--- config.mk ---
export PLATFORM = sky130hd
export DESIGN_NAME = sequence_gen
export DESIGN_NICKNAME = d
export VERILOG_FILES = /design/src/rtl/sequence_gen_pkg.sv /design/src/rtl/sequence_gen_down_counter.sv /design/src/rtl/sequence_gen.sv
export SDC_FILE = /design/constraint.sdc
export NUM_CORES = 1
export LEC_CHECK = 0
export ABC_AREA = 1
export ABC_CLOCK_PERIOD_IN_PS = 5400
export CELL_PAD_IN_SITES_DETAIL_PLACEMENT = 0
export CELL_PAD_IN_SITES_GLOBAL_PLACEMENT = 1
export CORE_MARGIN = 8
export CORE_UTILIZATION = 41
export DETAILED_ROUTE_END_ITERATION = 10
export PLACE_DENSITY_LB_ADDON = 0.1
export SYNTH_ARGS = -nofsm -noshare
export SYNTH_HDL_FRONTEND = slang
export SYNTH_SLANG_ARGS = --single-unit
--- constraint.sdc ---
create_clock -name clock -period 5.4 [get_ports clock]
set_clock_uncertainty 0.2 [all_clocks]
set_input_delay 0.54 -clock clock [delete_from_list [all_inputs] [get_ports clock]]
set_output_delay 0.54 -clock clock [all_outputs]
set_load 0.01 [all_outputs]
--- src/rtl/sequence_gen_pkg.sv ---
// Shared definitions for the serial sequence generator and any matching
// detector: FSM state encoding, default width, the built-in default
// pattern/length, and a length-legality helper.
package sequence_gen_pkg;

    // Maximum pattern length in bits.
    localparam int SEQ_W = 8;
    // Width of the length / repeat / gap fields and of the internal counters.
    localparam int SEQ_CNT_W = 4;
    // Pattern and length used when use_default is high at start.
    localparam logic [SEQ_W-1:0] SEQ_DEFAULT_PATTERN = 8'b0000_1011;
    localparam int SEQ_DEFAULT_LEN = 4;

    typedef enum logic [1:0] {
        ST_IDLE = 2'd0,
        ST_SEND = 2'd1,
        ST_GAP  = 2'd2,
        ST_DONE = 2'd3
    } seq_state_e;

    // A pattern length is usable when it is non-zero and fits the pattern register.
    function automatic logic seq_len_legal(input logic [SEQ_CNT_W-1:0] len, input int max_len);
        return (len != 4'd0) && (int'(len) <= max_len);
    endfunction

endpackage

--- src/rtl/sequence_gen_down_counter.sv ---
// sequence_down_counter: loadable down-counter with a zero flag.
// Ports:
//   clock, reset  : rising-edge clock, synchronous active-high reset
//   load/load_val : load a new count (load wins over dec)
//   dec           : decrement by one; saturates at zero, never wraps
//   count, zero   : registered count and (count == 0) flag
module sequence_down_counter #(
    parameter int CW = 4
) (
    input  logic          clock,
    input  logic          reset,
    input  logic          load,
    input  logic [CW-1:0] load_val,
    input  logic          dec,
    output logic [CW-1:0] count,
    output logic          zero
);

    logic [CW-1:0] count_d;
    logic [CW-1:0] count_q;

    // Next count: load has priority, decrement stops at zero.
    always_comb begin
        count_d = count_q;
        if (load) begin
            count_d = load_val;
        end else if (dec && (count_q != '0)) begin
            count_d = count_q - CW'(1);
        end else begin
            count_d = count_q;
        end
    end

    // Count register.
    always_ff @(posedge clock) begin
        if (reset) begin
            count_q <= '0;
        end else begin
            count_q <= count_d;
        end
    end

    assign count = count_q;
    assign zero  = (count_q == '0);

endmodule

--- src/rtl/sequence_gen.sv ---
// sequence_gen: serialises a latched pattern MSB-first (pattern[pat_len-1]
// first) with valid/ready handshaking, repeat_cnt+1 repetitions separated by
// gap_len idle cycles, then a one-cycle done pulse. All outputs registered.
// Ports:
//   clock, reset        : rising-edge clock, synchronous active-high reset
//   start, use_default  : begin a transmission (IDLE only), optionally with
//                         the built-in pattern/length
//   pattern, pat_len    : bits to send and number of bits per repetition
//   repeat_cnt, gap_len : extra repetitions, idle cycles between repetitions
//   abort               : cancel any transmission, back to IDLE
//   sequence_ready      : consumer accepts the current bit
//   sequence_out/valid  : serial bit and its qualifier
//   busy, done, err     : not-IDLE, end-of-transfer pulse, rejected-start pulse
module sequence_gen
    import sequence_gen_pkg::*;
#(
    parameter int             W               = SEQ_W,
    parameter logic [W-1:0]   DEFAULT_PATTERN = W'(SEQ_DEFAULT_PATTERN),
    parameter int             DEFAULT_LEN     = SEQ_DEFAULT_LEN
) (
    input  logic                 clock,
    input  logic                 reset,
    input  logic                 start,
    input  logic                 use_default,
    input  logic [W-1:0]         pattern,
    input  logic [SEQ_CNT_W-1:0] pat_len,
    input  logic [SEQ_CNT_W-1:0] repeat_cnt,
    input  logic [SEQ_CNT_W-1:0] gap_len,
    input  logic                 abort,
    input  logic                 sequence_ready,
    output logic                 sequence_out,
    output logic                 sequence_valid,
    output logic                 busy,
    output logic                 done,
    output logic                 err
);

    seq_state_e           state_d, state_q;
    logic [W-1:0]         pat_d, pat_q;
    logic [SEQ_CNT_W-1:0] len_d, len_q;
    logic [SEQ_CNT_W-1:0] gap_d, gap_q;
    logic                 out_d, out_q;
    logic                 valid_d, valid_q;
    logic                 busy_d, busy_q;
    logic                 done_d, done_q;
    logic                 err_d, err_q;

    logic [W-1:0]         eff_pat_s;
    logic [SEQ_CNT_W-1:0] eff_len_s;
    logic                 accept_s;

    logic                 bit_load_s, bit_dec_s, bit_zero_s;
    logic [SEQ_CNT_W-1:0] bit_load_val_s, bit_cnt_s;
    logic                 rep_load_s, rep_dec_s, rep_zero_s;
    logic [SEQ_CNT_W-1:0] rep_cnt_s;
    logic                 gap_load_s, gap_dec_s, gap_zero_s;
    logic [SEQ_CNT_W-1:0] gap_cnt_s;
    logic                 unused_cnt_s;

    // Select bit idx of p; a shift keeps any index width legal.
    function automatic logic bit_of(input logic [W-1:0] p, input logic [SEQ_CNT_W-1:0] idx);
        logic [W-1:0] sh;
        sh = p >> idx;
        return sh[0];
    endfunction

    assign eff_pat_s = use_default ? DEFAULT_PATTERN : pattern;
    assign eff_len_s = use_default ? SEQ_CNT_W'(DEFAULT_LEN) : pat_len;
    assign accept_s  = valid_q && sequence_ready;

    // Bit index: counts down from len-1; zero marks the last bit of a repetition.
    sequence_down_counter #(.CW(SEQ_CNT_W)) u_bit_cnt (
        .clock    (clock),
        .reset    (reset),
        .load     (bit_load_s),
        .load_val (bit_load_val_s),
        .dec      (bit_dec_s),
        .count    (bit_cnt_s),
        .zero     (bit_zero_s)
    );

    // Remaining extra repetitions; zero means the current repetition is the last.
    sequence_down_counter #(.CW(SEQ_CNT_W)) u_rep_cnt (
        .clock    (clock),
        .reset    (reset),
        .load     (rep_load_s),
        .load_val (repeat_cnt),
        .dec      (rep_dec_s),
        .count    (rep_cnt_s),
        .zero     (rep_zero_s)
    );

    // Gap cycles left minus one; loaded with gap_len-1 so zero marks the final gap cycle.
    sequence_down_counter #(.CW(SEQ_CNT_W)) u_gap_cnt (
        .clock    (clock),
        .reset    (reset),
        .load     (gap_load_s),
        .load_val (gap_q - 4'd1),
        .dec      (gap_dec_s),
        .count    (gap_cnt_s),
        .zero     (gap_zero_s)
    );

    // Only the zero flags of the repeat and gap counters steer the FSM.
    assign unused_cnt_s = ^{rep_cnt_s, gap_cnt_s};

    // Next-state, latched parameters, counter control and next output values.
    always_comb begin
        state_d        = state_q;
        pat_d          = pat_q;
        len_d          = len_q;
        gap_d          = gap_q;
        out_d          = out_q;
        err_d          = 1'b0;
        bit_load_s     = 1'b0;
        bit_load_val_s = len_q - 4'd1;
        bit_dec_s      = 1'b0;
        rep_load_s     = 1'b0;
        rep_dec_s      = 1'b0;
        gap_load_s     = 1'b0;
        gap_dec_s      = 1'b0;

        if (abort) begin
            state_d = ST_IDLE;
            out_d   = 1'b0;
        end else begin
            case (state_q)
                ST_IDLE: begin
                    out_d = 1'b0;
                    if (start) begin
                        if (seq_len_legal(eff_len_s, W)) begin
                            state_d        = ST_SEND;
                            pat_d          = eff_pat_s;
                            len_d          = eff_len_s;
                            gap_d          = gap_len;
                            bit_load_s     = 1'b1;
                            bit_load_val_s = eff_len_s - 4'd1;
                            rep_load_s     = 1'b1;
                            out_d          = bit_of(eff_pat_s, eff_len_s - 4'd1);
                        end else begin
                            err_d = 1'b1;
                        end
                    end else begin
                        state_d = ST_IDLE;
                    end
                end
                ST_SEND: begin
                    if (accept_s) begin
                        if (!bit_zero_s) begin
                            bit_dec_s = 1'b1;
                            out_d     = bit_of(pat_q, bit_cnt_s - 4'd1);
                        end else if (rep_zero_s) begin
                            state_d = ST_DONE;
                            out_d   = 1'b0;
                        end else if (gap_q != 4'd0) begin
                            rep_dec_s  = 1'b1;
                            gap_load_s = 1'b1;
                            state_d    = ST_GAP;
                            out_d      = 1'b0;
                        end else begin
                            // Back-to-back repetition: first bit follows the last with no bubble.
                            rep_dec_s  = 1'b1;
                            bit_load_s = 1'b1;
                            out_d      = bit_of(pat_q, len_q - 4'd1);
                        end
                    end else begin
                        out_d = out_q;
                    end
                end
                ST_GAP: begin
                    out_d = 1'b0;
                    if (gap_zero_s) begin
                        state_d    = ST_SEND;
                        bit_load_s = 1'b1;
                        out_d      = bit_of(pat_q, len_q - 4'd1);
                    end else begin
                        gap_dec_s = 1'b1;
                    end
                end
                ST_DONE: begin
                    state_d = ST_IDLE;
                    out_d   = 1'b0;
                end
                default: begin
                    state_d = ST_IDLE;
                    out_d   = 1'b0;
                end
            endcase
        end

        valid_d = (state_d == ST_SEND);
        busy_d  = (state_d != ST_IDLE);
        done_d  = (state_d == ST_DONE);
    end

    // FSM state, latched parameters and registered outputs.
    always_ff @(posedge clock) begin
        if (reset) begin
            state_q <= ST_IDLE;
            pat_q   <= '0;
            len_q   <= '0;
            gap_q   <= '0;
            out_q   <= 1'b0;
            valid_q <= 1'b0;
            busy_q  <= 1'b0;
            done_q  <= 1'b0;
            err_q   <= 1'b0;
        end else begin
            state_q <= state_d;
            pat_q   <= pat_d;
            len_q   <= len_d;
            gap_q   <= gap_d;
            out_q   <= out_d;
            valid_q <= valid_d;
            busy_q  <= busy_d;
            done_q  <= done_d;
            err_q   <= err_d;
        end
    end

    assign sequence_out   = out_q;
    assign sequence_valid = valid_q;
    assign busy           = busy_q;
    assign done           = done_q;
    assign err            = err_q;

endmodule

======== After elaboration in Yosys (flattened, before gate mapping) ========
Cells that the tools add are included.
cells by class
  bitwise gates (word level) .............. 3
  shift operators ......................... 3
  add/sub/neg operators ................... 6
  muxes and demuxes ....................... 59
  magnitude comparators ................... 1
  equality and inequality tests ........... 6
  reduce and logical (&&, ||, !) cells .... 21
operators with widths
  kind                                                                 count
  4-bit two-way mux                                                    11
  1-bit two-way mux                                                    36
  8-bit by 4-bit right shift with 1-bit output                         3
  4-bit by 1-bit subtractor with 4-bit output (second input constant)  6
  4-bit nonzero test                                                   5
  2-bit two-way mux                                                    8
  4-bit zero test                                                      3
  8-bit two-way mux                                                    1
  2-bit one-hot mux with 4 select lines                                1
  2-bit nonzero test                                                   4
  2-bit == test (second input constant)                                3
  1-bit logical AND                                                    5
  2-bit by 1-bit == test with 1-bit output (second input constant)     2
  4-bit less-or-equal comparator (second input constant)               1
  1-bit one-hot mux with 4 select lines                                1
  4-bit AND reduction                                                  1
  4-bit OR reduction                                                   1
  1-bit inverter                                                       3
  1-bit one-hot mux with 3 select lines                                1
  2-bit zero test                                                      1
  2-bit inequality test (second input constant)                        1
  2-bit OR reduction                                                   1
word-level totals
  output and inout port bits .............. 5
  bits of input ports ..................... 26
  bits in registers ....................... 35

======== Logic depth before layout (Yosys ltp) ========
  depth in word-level cells ............... 9
  depth in mapped cells ................... 15
  mapped depth without buffers ............ 14

======== By module ========
A second synthesis with hierarchy kept.
unflattened totals
  cell total of the unflattened synthesis .. 368
  area total of the unflattened synthesis .. 2358.5 µm²
modules (own cells, without submodules)
  module                 sequential area each (µm²)  cells an instance  area each (µm²)  times used
  sequence_gen           460.4                       245                1536.5           1
  sequence_down_counter  80.1                        41                 274.0            3

======== Worst setup path before layout ========
No wires, ideal clock.
  path type ............................... input -> register
  start point ............................. input use_default
  end point ............................... register pat_q[6]
  stages .................................. 12
  arrival ................................. 1898 ps
  setup slack ............................. 3168 ps
  path through ............................ buf_6 inv_1 nand2_1 ha_1 nand2_1 nand2_1 nand2_2 nand3_2 buf_6 buf_6 a21oi_1 a211oi_2
on the way
  longest elaborated chain between the ends .. 4
  elaborated cells on any way between the ends .. 6
RTL lines
  element                                                               RTL line                RTL
  start: declaration                                                    sequence_gen.sv:24      input logic use_default,
  4-bit two-way mux                                                     sequence_gen.sv:68      assign eff_len_s = use_default ? SEQ_CNT_W'(DEFAULT_LEN) : pat_len;
  4-bit less-or-equal comparator or 4-bit nonzero test (tied branches)  sequence_gen_pkg.sv:23  return (len != 4'd0) && (int'(len) <= max_len);
  1-bit logical AND                                                     sequence_gen_pkg.sv:23
  4-bit AND reduction (no source line)                                  -
  end signal: assignment                                                sequence_gen.sv:210     pat_q <= pat_d;
  end: declaration                                                      sequence_gen.sv:39      logic [W-1:0] pat_d, pat_q;
Several ways; a longest one is shown, not always the timed one.
A chain may end at the register's enable or synchronous reset.

======== Final worst setup path ========
  start point ............................. input use_default
  end point ............................... register u_bit_cnt.count_q[3] (netlist: u_bit_cnt.count[3])
on the way
  longest elaborated chain between the ends .. 8
  elaborated cells on any way between the ends .. 15
RTL lines
  element                                                                     RTL line                         RTL
  4-bit two-way mux (*)                                                       sequence_gen.sv:68
  4-bit less-or-equal comparator or 4-bit nonzero test (tied branches)        sequence_gen_pkg.sv:23
  1-bit logical AND                                                           sequence_gen_pkg.sv:23
  1-bit two-way mux or 4-bit two-way mux (tied branches)                      sequence_gen.sv:131              if (seq_len_legal(eff_len_s, W)) begin
  1-bit two-way mux or 4-bit two-way mux (tied branches)                      sequence_gen.sv:130              if (start) begin
  1-bit one-hot mux with 3 select lines or 4-bit two-way mux (tied branches)  sequence_gen.sv:127              case (state_q)
  1-bit two-way mux or 4-bit two-way mux (tied branches)                      sequence_gen.sv:123              if (abort) begin
  4-bit two-way mux or 2-bit nonzero test (tied branches)                     -
  end signal: assignment                                                      sequence_gen_down_counter.sv:39  count_q <= count_d;
  end: declaration                                                            sequence_gen_down_counter.sv:20  logic [CW-1:0] count_q;
Every way passes the cells marked *; elsewhere a longest branch is shown, timed or not.

==> qor.yml <==
place:
  placed_area_um2: 2540
  dp.cells: 437
  dpl.hpwl_um: 4420
  portBuffers: 30
  pre_cts_slack_ns: 1.74
  gp_congestion: 0.875
grt:
  grt_pass1_vias: 2124
  grt_pass1_wl_um: 9710
  grt_start_max_net_pins: 31
  antenna_found_initial: 0
  grt.total_usage: 0.153
  overflow: 0
cts:
  cts_tree: "built"
  numCtsBuffers: 5
  cts_setup_buffers: 0
  cts_max_path_buffers: 2
  holdBufCountCts: 0
  clkTransAtPathRegs_ns: 0.07
  cts_resized: 0
  clock_latency_ns: 0.29
  cts_root_buf: "clkbuf_8"
  cts.sinks: 35
  htreeDepth: 2
final_layout:
  nFillCells: 562
  fin_util: 0.514
  multi_input_area_um2: 1210
  drive_above_1_share: 0.0613
  antenna_cells: 0
  area_delta_synth_final_pct: 19.7
  stdcell_area_um2: 2660
  regArea_um2: 701
  nNetsFinal: 406
  final-instance-count-excl-fill: 445
logic_synthesis:
  netlist_area_um2: 2220
  synth.top_cell.area_share: 0.316
  synth_top_cells_by_area: "dfxtp_1 (32%), nand2_1 (13%), inv_1 (10%)"
  syn_nets: 377
  synth_area_per_cell_um2: 6.43
  syn_inst: 345
  synthFlopType: "dfxtp_1"
  ys_top_cells_by_count: "nand2_1 (78), inv_1 (59), nor2_1 (37), dfxtp_1 (35)"
  ys_ff_latch: 35
  synthDistinctLibCells: 28
  yosysTopAreaCell: "dfxtp_1"
  synth_warnings: 0
  synth_most_common_cell: "nand2_1"
  synth_edf_count: 0
  yosysSeqAreaShare: 0.316
  async_reset_ff_frac: 0
sta:
  fin_hold_ws_ns: 0.264
  hold_viol: 0
  rsz0062_at_grt: "no"
  setup_viol: 0
  period_minus_slack_ns: 3.36
  slew_headroom: 0.602
  drv_slew: 0
  worst_slack_ns: 2.04
  tightest_slew_ns: 0.597
  tns_ns: 0
  max_freq_mhz: 298
  fin_crit_sh: 0.622
floorplan:
  coreArea_um2: 5170
  rows: 26
  start_util: 0.429
  die_w_um: 89.6
  die_area_um2: 8020
  boundaryPins: 31
  die_h_um: 89.6
power_and_ir_drop:
  vdd_drop_max_v: 0.000141
  power-per-cell-area_nw_per_um2: 252
  leakage_nw: 1.23
  total_power_mw: 0.670
worst_setup_path:
  endpoint: "u_bit_cnt.count[3]$_SDFFE_PP0P_"
  critical_path.reg2reg.endpoint: "u_bit_cnt.count[3]$_SDFFE_PP0P_"
  crit_family: "buffers and inverters"
  path_depth: 14
  crit_path_start: "use_default"
  reg2reg_slack_ns: 3.07
  required_ns: 5.44
  crit_top_cell: "nand2_1"
  cp_max_fo: 30
  arrival_ns: 3.40
  cp_slowest_cell: "clkdlybuf4s50_1"
  crit_path_cell_trace: "clkdlybuf4s50_1, inv_1, nand2_1, ha_1, nand3_1, nand2_2, nand3_2, inv_2, nand2_1, nand2_1, nand2_1, nand3_1, nand2_1, inv_1"
  crit_type: "primary input to flip-flop"
  reg2reg_depth: 11
  cp_num_buf_inv: 4
  end_kind: "flip-flop"
  crit_path_start_kind: "primary input"
  slowest_delay_ns: 0.71
  reg2reg_from: "state_q[1]$_SDFF_PP0_"
route:
  drt-initial-drc-count: 144
  drcViolationCount: 0
  post_drt_wl_per_cell_um: 12.4
  vias: 2173
  routed_wl_um: 5540
  drtPass1Iterations: 4
  viasPerCell: 4.88
  detail-route-antenna-nets: 0
job:
  max_cap_violations: 0
worst_hold_path:
  hold_path.class: "flip-flop to flip-flop"
status:
  status: "finished clean"
cell type report:
type | count | area share
multi-input cells | 239 | 0.457
flip-flops and latches | 35 | 0.264
repair buffers | 31 | 0.116
inverters | 62 | 0.0876
well taps | 70 | 0.0330
clock buffers | 5 | 0.0259
clock inverters | 3 | 0.0165
metal layers:
metal	global-route usage	wire, um	vias to the layer above
li1	-	-	1166
met1	0.208	2830	958
met2	0.243	2410	42
met3	0.0237	236	7
met4	0.0438	66	0
met5	0	0	-
flip-flops by register name, indices dropped and copies added, names as in the netlist, 2 cells and up:
name,cells
u_gap_cnt.count,4
gap_q,4
pat_q,8
state_q,2
u_rep_cnt.count,4
len_q,4
u_bit_cnt.count,4
report_power, final:
part | internal [mW] | total [mW] | switching (mW)
Combinational | 0.0600 | 0.146 | 0.0856
Sequential | 0.272 | 0.282 | 0.00999
Clock | 0.138 | 0.243 | 0.105
Total | 0.469 | 0.670 | 0.201
layout by cell type (no fill, tap or decap), types with 5 or more instances in the layout:
| master | instances |
|---|---|
| nand4_1 | 6 |
| o21ai_0 | 22 |
| o21ai_1 | 10 |
| clkdlybuf4s50_1 | 30 |
| nand2_1 | 78 |
| nand3_1 | 25 |
| a21oi_1 | 25 |
| ha_1 | 6 |
| dfxtp_1 | 35 |
| nor2_1 | 37 |
| clkbuf_8 | 5 |
| inv_1 | 59 |
worst min-delay path by stage:
stage | endpoint | cells past startpoint | from | slack (ns)
finish | len_q[3]$_SDFFE_PP0P_ | 2 | len_q[3]$_SDFFE_PP0P_ | 0.26
global route | len_q[3]$_SDFFE_PP0P_ | 2 | len_q[3]$_SDFFE_PP0P_ | 0.29
CTS | len_q[3]$_SDFFE_PP0P_ | 2 | len_q[3]$_SDFFE_PP0P_ | 0.27
detailed placement | len_q[3]$_SDFFE_PP0P_ | 2 | len_q[3]$_SDFFE_PP0P_ | 0.26
global placement | len_q[3]$_SDFFE_PP0P_ | 2 | len_q[3]$_SDFFE_PP0P_ | 0.25
floorplan | len_q[3]$_SDFFE_PP0P_ | 2 | len_q[3]$_SDFFE_PP0P_ | 0.24
worst reg2reg max path, cell delays in order, from the launching register on:
cell     delay (ns)
dfxtp_1        0.33
inv_2          0.08
nand2_1        0.10
nor2_1         0.22
nand3_2        0.51
inv_2          0.39
nand2_1        0.11
nand2_1        0.09
nand2_1        0.06
nand3_1        0.09
nand2_1        0.05
inv_1          0.06
logic make-up (layout without fill, tap and decap cells):
group           after synthesis  in the layout  synth area share
fa+ha+maj                     6              6            0.0338
compound gates               68             68             0.174
buf+inv                      71            101             0.137
xor+xnor                      7              7            0.0276
flops                        35             35             0.316
simple gates                158            158             0.312
No activity file was read; power rests on OpenSTA's default activity.
